[src/rtl/lab3_serial_tx.sv]
`timescale 1ns/1ps
`default_nettype none
// ============================================================================
// lab3_serial_tx : parallel-to-serial transmitter with optional parity bit
// Revision 1.0 - initial release
// ============================================================================
module lab3_serial_tx #(
  parameter int WIDTH     = 8,
  parameter int MSB_FIRST = 1,
  parameter int PARITY    = 0
) (
  input  logic             Clk,
  input  logic             Rst,
  input  logic             Start,
  input  logic [WIDTH-1:0] Din,
  output logic             Dout,
  output logic             Valid,
  output logic             Busy,
  output logic             Done
);

  localparam int c_NLEN = WIDTH + ((PARITY != 0) ? 1 : 0);
  localparam int c_CW   = $clog2(WIDTH + 2);
  localparam logic [c_CW-1:0] c_CNT_LOAD = c_CW'(c_NLEN - 1);

  typedef enum logic [1:0] {
    S_IDLE  = 2'd0,
    S_SHIFT = 2'd1,
    S_DONE  = 2'd2
  } state_t;

  state_t            r_state;
  state_t            w_state_nxt;
  logic [c_NLEN-1:0] r_frame;
  logic [c_NLEN-1:0] w_frame_nxt;
  logic [c_NLEN-1:0] w_load;
  logic [c_CW-1:0]   r_cnt;
  logic [c_CW-1:0]   w_cnt_nxt;
  logic              r_dout;
  logic              w_dout_nxt;
  logic              r_valid;
  logic              w_valid_nxt;
  logic              r_done;
  logic              w_done_nxt;
  logic [WIDTH-1:0]  w_data;

  // w_data[0] is always the first bit on the wire, whatever the bit order
  generate
    if (MSB_FIRST != 0) begin : g_msb_first
      for (genvar i = 0; i < WIDTH; i++) begin : g_bit
        assign w_data[i] = Din[WIDTH-1-i];
      end
    end else begin : g_lsb_first
      assign w_data = Din;
    end

    if (PARITY == 0) begin : g_no_parity
      assign w_load = w_data;
    end else if (PARITY == 1) begin : g_even_parity
      assign w_load = {^Din, w_data};
    end else begin : g_odd_parity
      assign w_load = {~^Din, w_data};
    end
  endgenerate

  always_ff @(posedge Clk) begin
    if (Rst) begin
      r_state <= S_IDLE;
      r_frame <= '0;
      r_cnt   <= '0;
      r_dout  <= 1'b0;
      r_valid <= 1'b0;
      r_done  <= 1'b0;
    end else begin
      r_state <= w_state_nxt;
      r_frame <= w_frame_nxt;
      r_cnt   <= w_cnt_nxt;
      r_dout  <= w_dout_nxt;
      r_valid <= w_valid_nxt;
      r_done  <= w_done_nxt;
    end
  end

  // Frame register holds the bits still to be sent; bit 0 goes out next
  always_comb begin
    w_state_nxt = r_state;
    w_frame_nxt = r_frame;
    w_cnt_nxt   = r_cnt;
    w_dout_nxt  = 1'b0;
    w_valid_nxt = 1'b0;
    w_done_nxt  = 1'b0;
    case (r_state)
      S_IDLE: begin
        if (Start) begin
          w_frame_nxt = w_load >> 1;
          w_cnt_nxt   = c_CNT_LOAD;
          w_dout_nxt  = w_load[0];
          w_valid_nxt = 1'b1;
          w_state_nxt = S_SHIFT;
        end
      end
      S_SHIFT: begin
        if (r_cnt == '0) begin
          w_frame_nxt = '0;
          w_done_nxt  = 1'b1;
          w_state_nxt = S_DONE;
        end else begin
          w_frame_nxt = r_frame >> 1;
          w_cnt_nxt   = r_cnt - 1'b1;
          w_dout_nxt  = r_frame[0];
          w_valid_nxt = 1'b1;
        end
      end
      S_DONE: begin
        w_state_nxt = S_IDLE;
      end
      default: begin
        w_state_nxt = S_IDLE;
      end
    endcase
  end

  assign Dout  = r_dout;
  assign Valid = r_valid;
  assign Done  = r_done;
  assign Busy  = (r_state != S_IDLE);

endmodule
`default_nettype wire

[config.mk]
export PLATFORM = sky130hd
export DESIGN_NAME = lab3_serial_tx
export DESIGN_NICKNAME = d
export VERILOG_FILES = /design/src/rtl/lab3_serial_tx.sv
export SDC_FILE = /design/constraint.sdc
export NUM_CORES = 1
export LEC_CHECK = 0
export CAP_MARGIN = 15
export CORE_ASPECT_RATIO = 0.9
export CORE_MARGIN = 4
export CORE_UTILIZATION = 52
export DETAILED_ROUTE_END_ITERATION = 12
export PLACE_DENSITY = 0.8
export SYNTH_ARGS = -nofsm -noshare
export SYNTH_HDL_FRONTEND = slang
export SYNTH_SLANG_ARGS = --single-unit
export TNS_END_PERCENT = 5
[constraint.sdc]
create_clock -name Clk -period 3.3 [get_ports Clk]
set_clock_uncertainty 0.1 [all_clocks]
set_input_delay 0.66 -clock Clk [delete_from_list [all_inputs] [get_ports Clk]]
set_output_delay 0.66 -clock Clk [all_outputs]
set_load 0.01 [all_outputs]
**Word-level counts from Yosys, hierarchy flattened**

Cells that the tools add are included.

- $add $sub $neg: 1
- Equality and inequality tests: 4
- Mux-type cells: 16
- Bitwise logic cells: 1
- Reduce and logical (&&, ||, !) cells: 8

Operators with widths:

| kind | count |
|---|---|
| $pmux 8 s2 | 1 |
| $mux 4 | 2 |
| $mux 8 | 1 |
| $pmux 4 s2 | 1 |
| $mux 7 | 1 |
| $ne 2x2->1 const B | 3 |
| $mux 1 | 5 |
| $logic_not 4->1 | 1 |
| $mux 2 | 2 |
| $pmux 1 s2 | 2 |
| $pmux 2 s2 | 1 |
| $reduce_and 2->1 | 2 |
| $reduce_bool 2->1 | 2 |
| $sub 4x1->4 const B | 1 |
| $reduce_and 3->1 | 1 |
| $eq 2x1->1 const B | 1 |
| $logic_not 2->1 | 1 |
| $reduce_or 2->1 | 1 |
| $not 1->1 | 1 |

- Bits in registers: 17
- Input port bits: 11
- Logic and storage cells: 36

**Longest topological paths before layout**

- Word-level depth: 3
- Gate-level depth with buffers: 6
- Mapped depth without buffers: 5

**Least setup slack after synthesis**

Ideal clock, no wire load.

- Path kind: register -> register
- Start: reg r_cnt[0]
- End: reg r_dout, in the netlist Dout
- Arrival: 1.285 ns
- Required time: 3.082 ns
- Path slack: 1.797 ns
- Stages on the path, launching flop included: 7
- Path buffers: 1
- Clock period less this slack: 1.503 ns
- Cell sequence: dfxtp_1 -> inv_1 -> ha_1 -> or3b_1 -> buf_6 -> a32oi_1 -> nor3_1

- Longest elaborated chain between the ends: 3

Ends and longest elaborated chain:

| what | line | text |
|---|---|---|
| from (decl) | 37 | `logic [c_CW-1:0] r_cnt;` |
| from (signal assigned) | 77 | `r_cnt <= w_cnt_nxt;` |
| $logic_not 4->1 | 103 | `if (r_cnt == '0) begin` |
| $mux 1 | 103 |  |
| $pmux 1 s2 | 92 | `case (r_state)` |
| to (signal assigned) | 78 | `r_dout <= w_dout_nxt;` |
| to (decl) | 39 | `logic r_dout;` |

No other way between the ends.
A chain may end at the register's enable or synchronous reset.

**Final worst setup path**

- Start: reg r_state[0]
- End: out Busy

- Longest elaborated chain between the ends: 1

Ends and longest elaborated chain:

| what | line | text |
|---|---|---|
| from (decl) | 32 | `state_t r_state;` |
| from (signal assigned) | 75 | `r_state <= w_state_nxt;` |
| $reduce_bool 2->1 | 126 | `assign Busy = (r_state != S_IDLE);` |
| to (decl) | 18 | `output logic Busy,` |

No other way between the ends.

==> results.tsv <==
stage	metric	value	unit
setup_path	Crit. End Element	primary output	
cts	clock slew at reported path FFs	0.09	ns
global_routing	largest net degree at the start of global routing	13	
sta	unrepaired setup endpoints after global routing	false	
finish	layout cells sized above 1	0.109	
drt	vias post-DR	676	
sta	Final WS setup	0.996	ns
drt	# DRC	0	
drt	drt total wl	1650	um
setup_path	startpoint types	flip-flop	
drt	final antenna-violating net count	0	
cts	Post-CTS Resized	0	
sta	Final Hold Viols	0	
synthesis	Synth Instances	81	
synthesis	register area share after synthesis	0.418	
min_path	Min-Delay Path Class	reg -> reg	
drt	drt first pass iters	4	
cts	CTS tree	built	
place	Placed Cells	103	
setup_path	Setup CP Type	reg -> out	
synthesis	Post-synth EDFFs	0	
floorplan	area of the die	2150	um2
finish	Antenna Cells	0	
sta	Final setup viols	0	
setup_path	worst setup path start	r_state[0]	
cts	Hold-fix buffers, CTS	0	
place	GP Congestion	0.805	
setup_path	critical path, cell by cell	or2_2 > clkdlybuf4s50_1	
sta	Rel. slew slack	0.493	
setup_path	critical path peak fanout	12	
floorplan	Initial Utilization	0.586	
flow_run	total of max-cap violations	0	
finish	FILL cells	104	
power	cell area power density	521	nW/um2
power	Leak	0.327	nW
sta	Slew Viols, Final	0	
finish	final std cells w/o fill	106	
cts	H-tree levels	1	
synthesis	synthesized net count	93	
synthesis	Synth Warn #	0	
synthesis	most numerous cell in the Yosys netlist	dfxtp_1	
floorplan	die width	48.5	um
setup_path	Critical Path AT	1.54	ns
cts	total CTS buffers	3	
power	Peak VDD IR	0.374	mV
floorplan	FP Rows	12	
finish	Register Area	320	um2
synthesis	FF+latch count, synth	16	
cts	setup bufs post-CTS	0	
finish	Area Overhead vs Synth	16.7	%
setup_path	slowest stage delay, CP	0.55	ns
cts	clk sink count	16	
finish	post-route core utilization	0.684	
global_routing	global-route wire length before repair	2760	um
global_routing	vias in the first global route	554	
floorplan	die height	44.4	um
setup_path	Req. time, crit path	2.54	ns
cts	Root Driver	clkbuf_4	
floorplan	Core ar.	1310	um2
sta	fin crit share	0.698	
finish	multi-input gate area in the final layout	382	um2
synthesis	top cell type by total area after synthesis	dfxtp_1	
synthesis	Synth area leaders	dfxtp_1 (42%), a21oi_1 (9.2%), nand3_1 (5.2%)	
synthesis	Post-synth ARST share	0	
cts	Worst-Skew Late Latency	0.29	ns
setup_path	slowest CP cell	dfxtp_1	
setup_path	CP bufs+invs	1	
setup_path	RR Startpoint	r_state[0]	
synthesis	syn_area_per_cell	9.45	um2
synthesis	ys flop type	dfxtp_1	
synthesis	Distinct cells, synth	30	
drt	vias per cell	6.38	
synthesis	Post-Syn Area	766	um2
place	Port Buffers	14	
sta	Fmax	434	MHz
cts	CTS Buffer Depth	2	
floorplan	I/O pin total	15	
sta	fin crit period	2.30	ns
finish	fin nets	106	
global_routing	Overflow after GRT	0	
run_status	outcome	finished, final reports clean	
place	worst slack at placement	1.19	ns
setup_path	Top delay family on crit path	flip-flops	
sta	Slew @ Worst Pin	0.759	ns
global_routing	initial antenna violation count	0	
global_routing	GRT Overall Usage	0.167	
sta	Setup TNS	0	ns
drt	Initial DRC Count	14	
drt	WL per Instance	15.6	um
min_path	Hold Startpoint	r_frame[3]	
place	post-DP HPWL	1080	um
synthesis	synth cell count leaders	dfxtp_1 (16), a21oi_1 (14), nand3_1 (8)	
synthesis	area share of the largest cell type after synthesis	0.418	
[per-stage QoR]
step           instance area (um2)  hold slack (ns)  total power, mW
6_report                       893            0.367            0.466
5_1_grt                        893            0.401            0.497
4_1_cts                        893            0.373            0.466
3_5_place_dp                   871            0.359            0.365
3_3_place_gp                   871            0.348            0.363
2_1_floorplan                  766            0.338            0.336
[worst paths after layout]
path                              endpoint  slack, ns  cells past startpoint
worst max-delay path                  Busy        1.0                      2
worst max register to register        Dout       1.52                      3
worst min-delay path            r_frame[2]       0.37                      2
worst min register to register  r_frame[2]       0.37                      2
[sequential cells by signal, summed over array words and instances (netlist names)]
| register | cells |
|---|---|
| r_cnt | 4 |
| Valid | 1 |
| r_state | 2 |
| Done | 1 |
| Dout | 1 |
| r_frame | 7 |
[layer usage]
| layer | global-route usage | vias to the layer above | share of wire |
|---|---|---|---|
| met2 | 0.229 | 28 | 0.44 |
| li1 | - | 326 | - |
| met4 | 0.0323 | 0 | 0.0079 |
| met1 | 0.237 | 319 | 0.47 |
| met5 | 0 | - | 0 |
| met3 | 0.0808 | 3 | 0.082 |
[cells in the final DEF, fill, tap and decap left out, types with 2 or more instances in the layout]
cell type         n
dfxtp_1          16
a21oi_1          14
clkdlybuf4s50_1  14
nand3_1           8
o21ai_0           6
inv_1             3
clkbuf_4          3
or3b_1            2
nor4b_2           2
nor3b_1           2
and3_1            2
nor3_1            2
[logic make-up (layout without fill, tap and decap cells)]
family	after synthesis	count (layout)	share of synthesized area
AND/OR/NAND/NOR	25	25	0.227
multiplexers	1	1	0.0131
buffers and inverters	9	20	0.0833
flip-flops	16	16	0.418
adder cells (fa/ha/maj)	1	1	0.0163
AO/OA/AOI/OAI	29	29	0.242
[worst reg2reg max path, stage by stage (launching register included)]
cell,delay (ns)
dfxtp_1,0.55
nor2b_1,0.68
a32oi_1,0.22
nor3_1,0.16
[cell type report]
class	instances	area share
clock buffer	3	0.0252
inverter	3	0.0126
multi-input combinational	56	0.427
sequential	16	0.359
tap	14	0.0196
timing repair buffer	14	0.157
[report_power, final]
group	total [mW]	internal [mW]	switching (mW)
clock	0.102	0.0425	0.0590
sequential	0.237	0.217	0.0208
combinational	0.127	0.0606	0.0663
(Power assumes the default switching activity.)
